### src/rtl/led_seq_pkg.sv
// Shared encodings for the LED sequencer: game modes, RGB colour words and FSM states.
package led_seq_pkg;

  localparam logic [1:0] MODE_IDLE  = 2'd0;
  localparam logic [1:0] MODE_PLAY  = 2'd1;
  localparam logic [1:0] MODE_OVER  = 2'd2;
  localparam logic [1:0] MODE_PAUSE = 2'd3;

  localparam logic [2:0] RGB_OFF    = 3'b000;
  localparam logic [2:0] RGB_BLUE   = 3'b001;
  localparam logic [2:0] RGB_GREEN  = 3'b010;
  localparam logic [2:0] RGB_RED    = 3'b100;
  localparam logic [2:0] RGB_YELLOW = 3'b110;
  localparam logic [2:0] RGB_WHITE  = 3'b111;

  typedef enum logic [1:0] {
    ST_BASE  = 2'd0,
    ST_SCORE = 2'd1,
    ST_CRASH = 2'd2
  } seq_state_t;

  function automatic logic [2:0] mode_colour(input logic [1:0] mode);
    logic [2:0] c;
    case (mode)
      MODE_IDLE:  c = RGB_BLUE;
      MODE_PLAY:  c = RGB_GREEN;
      MODE_OVER:  c = RGB_RED;
      default:    c = RGB_YELLOW;
    endcase
    return c;
  endfunction

  function automatic logic mode_blinks(input logic [1:0] mode);
    return (mode == MODE_IDLE) || (mode == MODE_PAUSE);
  endfunction

endpackage

### src/rtl/led_sequencer_tick_gen.sv
// Effect time-base prescaler: one-cycle tick every DIV clocks, restartable with clr.
module tick_gen #(
  parameter int DIV = 10
) (
  input  logic clk,
  input  logic rst_n,
  input  logic clr,
  output logic tick
);

  localparam int CNT_W = $clog2(DIV);
  localparam logic [CNT_W-1:0] LAST = CNT_W'(DIV - 1);

  logic [CNT_W-1:0] cnt_q, cnt_d;

  assign tick = (cnt_q == LAST);

  always_comb begin
    cnt_d = cnt_q + 1'b1;
    if (clr || tick) begin
      cnt_d = '0;
    end
  end

  always_ff @(posedge clk) begin
    if (!rst_n) begin
      cnt_q <= '0;
    end else begin
      cnt_q <= cnt_d;
    end
  end

endmodule

### src/rtl/led_sequencer.sv
// RGB status-LED sequencer: base colours per game mode plus score/crash flash effects.
// Optional PWM dimming with a brightness input when LED_PWM_EN is defined.
module led_sequencer
  import led_seq_pkg::*;
#(
  parameter int CLK_HZ       = 100_000_000,
  parameter int TICK_HZ      = 1000,
  parameter int FLASH_TICKS  = 200,
  parameter int BLINK_TICKS  = 250,
  parameter int CRASH_BLINKS = 3
`ifdef LED_PWM_EN
  ,
  parameter int PWM_BITS     = 4
`endif
) (
  input  logic       clk,
  input  logic       rst_n,
  input  logic [1:0] game_mode,
  input  logic       score_evt,
  input  logic       crash_evt,
`ifdef LED_PWM_EN
  input  logic [PWM_BITS-1:0] brightness,
`endif
  output logic [2:0] rgb_state,
  output logic       busy
);

  localparam int DIV     = CLK_HZ / TICK_HZ;
  localparam int PHASES  = 2 * CRASH_BLINKS;
  localparam int FLASH_W = (FLASH_TICKS > 1) ? $clog2(FLASH_TICKS) : 1;
  localparam int BLINK_W = (BLINK_TICKS > 1) ? $clog2(BLINK_TICKS) : 1;
  localparam int PHASE_W = $clog2(PHASES);

  localparam logic [FLASH_W-1:0] FLASH_LAST = FLASH_W'(FLASH_TICKS - 1);
  localparam logic [BLINK_W-1:0] BLINK_LAST = BLINK_W'(BLINK_TICKS - 1);
  localparam logic [PHASE_W-1:0] PHASE_LAST = PHASE_W'(PHASES - 1);

  seq_state_t         state_q, state_d;
  logic [FLASH_W-1:0] flash_cnt_q, flash_cnt_d;
  logic [PHASE_W-1:0] phase_q, phase_d;
  logic [BLINK_W-1:0] blink_cnt_q, blink_cnt_d;
  logic               blink_ph_q, blink_ph_d;
  logic [2:0]         rgb_q, rgb_d;
  logic               busy_q, busy_d;
  logic               tick;
  logic               evt_accept;
  logic [2:0]         colour;

`ifdef LED_PWM_EN
  logic [PWM_BITS-1:0] pwm_cnt_q, pwm_cnt_d;
`endif

  // A dropped score (during crash) must not restart the time base.
  assign evt_accept = crash_evt || (score_evt && (state_q != ST_CRASH));

  tick_gen #(.DIV(DIV)) u_tick_gen (
    .clk   (clk),
    .rst_n (rst_n),
    .clr   (evt_accept),
    .tick  (tick)
  );

  always_comb begin
    blink_cnt_d = blink_cnt_q;
    blink_ph_d  = blink_ph_q;
    if (tick) begin
      if (blink_cnt_q == BLINK_LAST) begin
        blink_cnt_d = '0;
        blink_ph_d  = ~blink_ph_q;
      end else begin
        blink_cnt_d = blink_cnt_q + 1'b1;
      end
    end
  end

  always_comb begin
    state_d     = state_q;
    flash_cnt_d = flash_cnt_q;
    phase_d     = phase_q;
    if (crash_evt) begin
      state_d     = ST_CRASH;
      flash_cnt_d = '0;
      phase_d     = '0;
    end else if (score_evt && (state_q != ST_CRASH)) begin
      state_d     = ST_SCORE;
      flash_cnt_d = '0;
      phase_d     = '0;
    end else if (tick && (state_q != ST_BASE)) begin
      if (flash_cnt_q == FLASH_LAST) begin
        flash_cnt_d = '0;
        if ((state_q == ST_SCORE) || (phase_q == PHASE_LAST)) begin
          state_d = ST_BASE;
          phase_d = '0;
        end else begin
          phase_d = phase_q + 1'b1;
        end
      end else begin
        flash_cnt_d = flash_cnt_q + 1'b1;
      end
    end
  end

  // Outputs are computed from the next state so they register on the same edge.
  always_comb begin
    case (state_d)
      ST_SCORE: colour = RGB_WHITE;
      ST_CRASH: colour = phase_d[0] ? RGB_OFF : RGB_RED;
      default: begin
        colour = mode_colour(game_mode);
        if (mode_blinks(game_mode)) begin
          colour = colour & {3{blink_ph_q}};
        end
      end
    endcase
    busy_d = (state_d != ST_BASE);
`ifdef LED_PWM_EN
    pwm_cnt_d = pwm_cnt_q + 1'b1;
    rgb_d     = colour & {3{pwm_cnt_q < brightness}};
`else
    rgb_d     = colour;
`endif
  end

  always_ff @(posedge clk) begin
    if (!rst_n) begin
      state_q     <= ST_BASE;
      flash_cnt_q <= '0;
      phase_q     <= '0;
      blink_cnt_q <= '0;
      blink_ph_q  <= 1'b1;
      rgb_q       <= RGB_OFF;
      busy_q      <= 1'b0;
`ifdef LED_PWM_EN
      pwm_cnt_q   <= '0;
`endif
    end else begin
      state_q     <= state_d;
      flash_cnt_q <= flash_cnt_d;
      phase_q     <= phase_d;
      blink_cnt_q <= blink_cnt_d;
      blink_ph_q  <= blink_ph_d;
      rgb_q       <= rgb_d;
      busy_q      <= busy_d;
`ifdef LED_PWM_EN
      pwm_cnt_q   <= pwm_cnt_d;
`endif
    end
  end

  assign rgb_state = rgb_q;
  assign busy      = busy_q;

endmodule

### config.mk
export PLATFORM = sky130hd
export DESIGN_NAME = led_sequencer
export DESIGN_NICKNAME = d
export VERILOG_FILES = /design/src/rtl/led_seq_pkg.sv /design/src/rtl/led_sequencer_tick_gen.sv /design/src/rtl/led_sequencer.sv
export SDC_FILE = /design/constraint.sdc
export NUM_CORES = 1
export LEC_CHECK = 0
export CELL_PAD_IN_SITES_DETAIL_PLACEMENT = 0
export CELL_PAD_IN_SITES_GLOBAL_PLACEMENT = 1
export CORE_MARGIN = 4
export CORE_UTILIZATION = 25
export DETAILED_ROUTE_END_ITERATION = 10
export PLACE_DENSITY_LB_ADDON = 0.12
export SYNTH_ARGS = -nofsm -noshare
export SYNTH_HDL_FRONTEND = slang
export SYNTH_SLANG_ARGS = --single-unit
### constraint.sdc
create_clock -name clk -period 3.2 [get_ports clk]
set_clock_uncertainty 0.1 [all_clocks]
set_input_delay 0.96 -clock clk [delete_from_list [all_inputs] [get_ports clk]]
set_output_delay 0.96 -clock clk [all_outputs]
set_load 0.01 [all_outputs]
# Word level (Yosys, flattened, before mapping)
# Cells that the tools add are included.
dict set report op_classes {
  n_mux 17
  addsub 4
  bitwise_logic 3
  eq_ne 11
  reduce_logical 14
}
# cell count
set op_table {}
lappend op_table {{adder 17 x 1 -> 17 bit (second input constant)} 1}
lappend op_table {{== test 17 bit (second input constant)} 1}
lappend op_table {{adder 8 x 1 -> 8 bit (second input constant)} 2}
lappend op_table {{== test 8 bit (second input constant)} 2}
lappend op_table {{two-way mux 8 bit} 2}
lappend op_table {{two-way mux 3 bit} 4}
lappend op_table {{two-way mux 2 bit} 5}
lappend op_table {{case mux 3 bit (3 select lines)} 1}
lappend op_table {{== test 2 x 1 -> 1 bit (second input constant)} 3}
lappend op_table {{== test 2 bit (second input constant)} 3}
lappend op_table {{case mux 3 bit (2 select lines)} 1}
lappend op_table {{logical OR 1 bit} 4}
lappend op_table {{two-way mux 1 bit} 4}
lappend op_table {{AND reduction 2 bit} 2}
lappend op_table {{nonzero test 2 bit} 2}
lappend op_table {{OR reduction 2 bit} 2}
lappend op_table {{adder 3 x 1 -> 3 bit (second input constant)} 1}
lappend op_table {{AND 3 bit} 1}
lappend op_table {{== test 3 bit (second input constant)} 1}
lappend op_table {{OR reduction 3 bit} 1}
lappend op_table {{logical AND 1 bit} 2}
lappend op_table {{zero test 2 bit} 1}
lappend op_table {{inequality test 2 bit (second input constant)} 1}
lappend op_table {{inverter 1 bit} 2}
dict set report totals {
  in_bits 6
  reg_bits 43
  word_cells 58
}

# Longest topological paths before layout
# Gate-level depths: netlist (run 1).
dict set report depth {
  ltp_word 13
  mapped_depth 11
}

# Modules after synthesis
# Synthesis (run 1) repeated with hierarchy kept, for this count alone.
dict set report unflattened {
  hier_cells 234
  hier_area_um2 2092.0
}
# mod cells_per_inst instances area_each_um2
set by_module_without_submodules {}
lappend by_module_without_submodules {led_sequencer 146 1 1303.8}
lappend by_module_without_submodules {tick_gen 88 1 788.3}

# Least setup slack after synthesis (run 1)
# Ideal clock, no wire load.
dict set report synth_timing {
  path_type {register -> register}
  start {reg u_tick_gen.cnt_q[0]}
  end {reg rgb_q[2] (netlist: rgb_state[2])}
  path_buffers 2
  path_stages_with_launch 12
  slack_ps 631
  t_arrival_ps 2347
  path_cell_list {dfxtp_1 ha_1 and4_1 buf_2 nand4_2 buf_2 o211ai_1 and2_1 ha_1 nand3_1 a31oi_1 a221o_1}
}
dict set report synth_via {
  elab_chain_cells 7
}
# item line
set synth_lines {}
lappend synth_lines {{from (decl)} led_sequencer_tick_gen.sv:14} ;# logic [CNT_W-1:0] cnt_q, cnt_d;
lappend synth_lines {{from (signal assigned)} led_sequencer_tick_gen.sv:29} ;# cnt_q <= cnt_d;
lappend synth_lines {{== test 17 bit (*)} led_sequencer_tick_gen.sv:16} ;# assign tick = (cnt_q == LAST);
lappend synth_lines {{logical AND 1 bit (*)} led_sequencer.sv:88} ;# end else if (tick && (state_q != ST_BASE)) begin
lappend synth_lines {{two-way mux 2 bit or two-way mux 1 bit (tied branches)} led_sequencer.sv:88}
lappend synth_lines {{two-way mux 2 bit or two-way mux 1 bit (tied branches)} led_sequencer.sv:84} ;# end else if (score_evt && (state_q != ST_CRASH)) begin
lappend synth_lines {{two-way mux 2 bit or two-way mux 1 bit (tied branches)} led_sequencer.sv:80} ;# if (crash_evt) begin
lappend synth_lines {{== test 2 bit (tied with other cells)} led_sequencer.sv:105} ;# case (state_d)
lappend synth_lines {{case mux 3 bit (2 select lines) (*)} led_sequencer.sv:105}
lappend synth_lines {{to (signal assigned)} led_sequencer.sv:142} ;# rgb_q <= rgb_d;
lappend synth_lines {{to (decl)} led_sequencer.sv:43} ;# logic [2:0] rgb_q, rgb_d;
# Every way passes the cells marked *; elsewhere a longest branch is shown, timed or not.
# A chain may end at the register's enable or synchronous reset.

# Worst setup path in the final report (run 1)
# Ends and elaborated chain as after synthesis.

==> results.yml, run 1 <==
route:
  dr.first_iter.drc_count: 57
  detail-route-antenna-nets: 0
  vias_per_cell: 5.074
  first_pass_iters: 4
  drcViolationCount: 0
  num_vias: 1913
  drt_wl_total_um: 5152
  wl_per_cell_um: 13.67
global_routing:
  grt_pass1_wl_um: 8645
  groute.usage.overall_pct: 9.758
  use_met2_pct: 15.51
  gr-usage-met1_pct: 13.03
  grt_pass1_vias: 1769
  gr-usage-met3_pct: 2.177
  grt_max_degree: 22
  antenna_found_initial: 0
  busiest_layer: "met2"
  grt_overflow: 0
synth:
  synthArstFlopShare_pct: 0
  yosys.area.top_type_share_pct: 37.66
  syn_inst: 256
  synth_ff_type: "dfxtp_1"
  synthMostInstantiatedCell: "dfxtp_1"
  syn_area_um2: 2286
  synth_area_leaders: "dfxtp_1 38%, ha_1 7.1%, a21oi_1 4.6%"
  netlist_top_cells_count: "43 x dfxtp_1, 21 x a21oi_1, 21 x nor2_1"
  synth.largest_area_cell: "dfxtp_1"
  synth-seq-cells: 43
  seq_area_frac_synth_pct: 37.66
  synth_area_per_cell_um2: 8.929
  yosys_warnings: 0
  synth_fp_nets: 275
  synth_edf_count: 0
  synth_cell_types: 47
die:
  initial_core_util_pct: 25.96
  rows: 34
  die_y_um: 103.6
  num_io_pins: 10
  dieArea_um2: 10740
  core_um2: 8806
  die_x_um: 103.6
clock_network:
  cts_sinks: 43
  clkTransAtPathRegs_ns: 0.08
  worst_skew_pair.late_latency_ns: 0.29
  post_cts_resized: 0
  htreeDepth: 2
  cts-root-buf: "clkbuf_8"
  cts_tree: "done"
  hold_buffers: 0
  cts_buffer_depth: 2
  cts_buffers: 5
  cts_setup_buffers: 0
status:
  status: "completed"
power:
  finalPower_mw: 0.9610
  seq_power_share_pct: 56.7
  p_sw_share_pct: 22.82
  ir_drop_mv: 0.1907
  clkPwrFrac_pct: 36.5
  power_density_nw_per_um2: 371.2
  power.switching_mw: 0.2193
  internal_power_mw: 0.7416
  comb_power_share_pct: 6.7
  leakagePower_nw: 0.8338
critical_path:
  crit_fanout: 8
  startpoint: "u_tick_gen.cnt_q[0]$_SDFF_PP0_"
  crit_arrival_ns: 2.94
  startpoint_type: "register"
  end_kind: "register"
  r2r_start: "u_tick_gen.cnt_q[0]$_SDFF_PP0_"
  critPathRequiredTime_ns: 3.28
  worstSetupPathType: "reg2reg"
layout:
  ff_latch_area_um2: 860.8
  nNetsFinal: 288
  fin_util_pct: 29.40
  n_antenna_cell: 0
  drive_gt1_share_pct: 7.435
  final_cells: 377
  fillers: 947
  postLayoutCellArea_um2: 2589
  area_growth_syn_to_layout_pct: 13.25
  multi_input_area_um2: 1359
timing:
  finalMaxSlewViolations: 0
  relSlewSlack_pct: 62.11
  worst_pin_slew_ns: 0.5624
  setup_tns_ns: 0
  period_share_pct: 89.36
  setup_viol: 0
  hold_viol: 0
  max_clock_freq_ghz: 0.3497
  min_period_ns: 2.859
  rsz0062_at_grt: "no"
hold_path:
  hp-start: "u_tick_gen.cnt_q[0]$_SDFF_PP0_"
  min_path_type: "reg2reg"
placed_design:
  place_area_um2: 2501
  gp_congestion: 0.7120
  numPortBuffers: 9
  hpwlAfterDp_um: 3721
  dp_cells: 370
run:
  max-cap-violations: 0
==> sequential cells by signal, indices dropped and copies added, names as in the netlist <==
register,cells
rgb_state,3
busy,1
state_q,2
blink_ph_q,1
phase_q,3
blink_cnt_q,8
u_tick_gen.cnt_q,17
flash_cnt_q,8
==> path summary, 6_finish.rpt <==
path / depth (start not counted) / to / slack (ns)
worst max-delay path: 9 / rgb_state[2]$_SDFF_PN0_ / 0.34
worst min-delay path: 1 / u_tick_gen.cnt_q[0]$_SDFF_PP0_ / 0.37
worst min register to register: 1 / u_tick_gen.cnt_q[0]$_SDFF_PP0_ / 0.37
worst max register to register: 9 / rgb_state[2]$_SDFF_PN0_ / 0.34
==> cells by family after synthesis <==
| kind of cell | after synthesis | synth area share, % |
|---|---|---|
| AO/OA/AOI/OAI | 60 | 16.75 |
| XOR/XNOR | 14 | 5.364 |
| adder cells (fa/ha/maj) | 13 | 7.116 |
| flip-flops | 43 | 37.66 |
| AND/OR/NAND/NOR | 112 | 30.21 |
| buffers and inverters | 14 | 2.901 |
==> critical path, cell delays in order, from the launching register on <==
cell and delay [ns]:
dfxtp_1 0.39, ha_1 0.24, and4_1 0.52, nand4_4 0.20
nor2_1 0.26, a311o_1 0.25, ha_1 0.28, nand3_1 0.11
a31oi_1 0.05, a221o_1 0.35
==> cell type report <==
class | instances | area share [%]
tap | 108 | 5.220
timing repair buffer | 13 | 4.640
multi-input combinational | 199 | 52.49
clock buffer | 6 | 3.190
clock inverter | 1 | 0.1933
sequential | 43 | 33.25
inverter | 7 | 1.015
==> through the flow <==
| stage | worst slack [ns] | hold WS (ns) |
|---|---|---|
| 3_5_place_dp | 0.1905 | 0.3601 |
| 3_3_place_gp | 0.1946 | 0.3642 |
| 4_1_cts | 0.3403 | 0.3822 |
| 2_1_floorplan | 0.6312 | 0.3297 |
| 5_1_grt | 0.1525 | 0.3943 |
| 6_report | 0.3405 | 0.3749 |
==> power groups by stage <==
stage / Sequential (mW) / Combinational (mW) / Clock (mW)
2_1_floorplan: 0.560 / 0.0344 / 0
3_3_place_gp: 0.558 / 0.0676 / 0
3_5_place_dp: 0.558 / 0.0661 / 0
4_1_cts: 0.545 / 0.0663 / 0.378
5_1_grt: 0.546 / 0.0735 / 0.391
6_report: 0.545 / 0.0646 / 0.351
==> placed cells by master, fill, tap and decap left out, types with 2 or more instances in the layout <==
master,netlist,final
clkdlybuf4s50_1,0,9
inv_1,7,7
o21ai_0,12,12
xor2_1,7,7
a21oi_1,21,21
nand3b_1,2,2
and3_1,3,3
nand3_1,12,12
or3_1,6,6
clkbuf_8,0,6
ha_1,13,13
nand2_1,15,15
xnor2_1,7,7
o31ai_1,11,11
dfxtp_1,43,43
nand2b_1,4,4
and2_1,4,4
buf_4,0,4
a21boi_0,4,4
and4b_1,2,2
nand4_1,10,10
a311oi_1,2,2
nor3_1,5,5
a21boi_1,2,2
nor2_1,21,21
and4_1,3,3
or4_1,12,12
nor2b_1,2,2
==> routing by layer <==
layer | routed length [um] | up-vias | share of wire, %
met1 | 2520 | 888 | 49
met3 | 159 | 9 | 3.1
met2 | 2405 | 30 | 47
met4 | 66 | 0 | 1.3
li1 | - | 986 | -
met5 | 0 | - | 0
Power figures use the tool's default switching activity.
==> run 2, diff against run 1 <==
--- a/config.mk
+++ b/config.mk
@@ -10,7 +10,7 @@
 export CORE_MARGIN = 4
 export CORE_UTILIZATION = 25
 export DETAILED_ROUTE_END_ITERATION = 10
-export PLACE_DENSITY_LB_ADDON = 0.12
+export PLACE_DENSITY_LB_ADDON = 0.08
 export SYNTH_ARGS = -nofsm -noshare
 export SYNTH_HDL_FRONTEND = slang
 export SYNTH_SLANG_ARGS = --single-unit
==> results.yml, run 2 (synthesis gave the netlist of run 1 again) <==
critical_path:
  path_cells: "clkdlybuf4s50_1, nand2_1, a311o_1, ha_1, nand3_1, a31oi_1, a221o_1"
  worst-path-buf-inv: 1
  worstSetupPathType: "in2reg"
  end_kind: "register"
  slowest_stage: "clkdlybuf4s50_1"
  startpoint_type: "input port"
  crit_fanout: 6
  cp_top_family: "compound AO/OA/AOI/OAI gates"
  critPathMaxStageDelay_ns: 0.51
  crit_arrival_ns: 2.83
  critPathRequiredTime_ns: 3.29
layout:
  nNetsFinal: 290
  largest_reg_flops: 17
  reg_top3: "u_tick_gen.cnt_q (17), blink_cnt_q (8), flash_cnt_q (8)"
  largest-register: "u_tick_gen.cnt_q"
  fillers: 939
  ff_latch_area_um2: 860.8
  layout_commonest_cell: "dfxtp_1"
  area_growth_syn_to_layout_pct: 13.25
  n_antenna_cell: 0
  layout_common_cells: "43 x dfxtp_1, 21 x nor2_1, 21 x a21oi_1, 15 x nand2_1, 13 x ha_1"
  multi_input_area_um2: 1359
  fin_util_pct: 29.40
  drive_gt1_share_pct: 7.407
timing:
  rsz0062_at_grt: "no"
  setup_viol: 0
  max_clock_freq_ghz: 0.3649
  period_share_pct: 85.63
  hold_viol: 0
  relSlewSlack_pct: 58.85
  min_period_ns: 2.740
  whs_ns: 0.3668
  worst_pin_slew_ns: 0.6108
  finalMaxSlewViolations: 0
  setup_tns_ns: 0
power:
  finalPower_mw: 0.9410
  leakagePower_nw: 0.8337
  ir_drop_mv: 0.1296
  power_density_nw_per_um2: 363.5
route:
  dr.first_iter.drc_count: 43
  drt_wl_total_um: 5191
  detail-route-antenna-nets: 0
  num_vias: 1855
  wl_per_cell_um: 13.73
  drcViolationCount: 0
  first_pass_iters: 4
  vias_per_cell: 4.907
placed_design:
  hpwlAfterDp_um: 3802
  gp_congestion: 0.6984
  numPortBuffers: 9
global_routing:
  grt_overflow: 0
  grt_pass1_vias: 1803
  grt_pass1_wl_um: 8963
  antenna_found_initial: 0
  groute.usage.overall_pct: 10.01
  grt_max_degree: 22
status:
  status: "completed"
run:
  max-cap-violations: 0
die:
  initial_core_util_pct: 25.96
  core_um2: 8806
  dieArea_um2: 10740
  rows: 34
  num_io_pins: 10
  die_x_um: 103.6
  die_y_um: 103.6
hold_path:
  min_path_type: "reg2reg"
clock_network:
  cts_sinks: 43
  cts_setup_buffers: 0
  post_cts_resized: 0
  cts_buffers: 5
  cts_tree: "done"
  worst_skew_pair.late_latency_ns: 0.29
  cts_buffer_depth: 2
  hold_buffers: 0
  htreeDepth: 2
  clkTransAtPathRegs_ns: 0.08
  cts-root-buf: "clkbuf_8"
[run 2: changes by cell type in the layout (fill, tap and decap cells not counted)]
cell,before,now
buf_4,4,6
clkinv_2,1,0
clkbuf_1,0,1
clkbuf_8,6,5
[run 2: power by group]
part	internal, mW	switching (mW)	total [mW]
Combinational	0.0310	0.0352	0.0662
Clock	0.146	0.183	0.330
Sequential	0.542	0.00350	0.545
Total	0.719	0.222	0.941
[run 2: layout make-up]
cell class | count | share of cell area (%)
flip-flops and latches | 43 | 33.25
repair buffers | 15 | 5.220
inverters | 7 | 1.015
clock buffers | 6 | 2.803
multi-input cells | 199 | 52.49
well taps | 108 | 5.220
[run 2: layer usage]
layer / track usage [%] / wire, um
met1: 13.62 / 2738
met2: 15.51 / 2308
met3: 2.488 / 108
met4: 3.229 / 36
met5: 0 / 0
[run 2: path summary, 6_finish.rpt]
path | startpoint | to | slack (ns) | depth (start not counted)
worst max-delay path | score_evt | rgb_state[2]$_SDFF_PN0_ | 0.46 | 7
worst min-delay path | u_tick_gen.cnt_q[0]$_SDFF_PP0_ | u_tick_gen.cnt_q[0]$_SDFF_PP0_ | 0.37 | 1
worst max register to register | u_tick_gen.cnt_q[0]$_SDFF_PP0_ | rgb_state[2]$_SDFF_PN0_ | 0.56 | 9
worst min register to register | u_tick_gen.cnt_q[0]$_SDFF_PP0_ | u_tick_gen.cnt_q[0]$_SDFF_PP0_ | 0.37 | 1
[run 2: stage by stage]
step	cell area (um^2)	setup WS, ns	std cells
floorplan	2286	0.6312	256
global placement	2516	0.1538	372
detailed placement	2516	0.1463	372
CTS	2589	0.4727	378
global route	2589	0.3602	378
finish	2589	0.4597	378
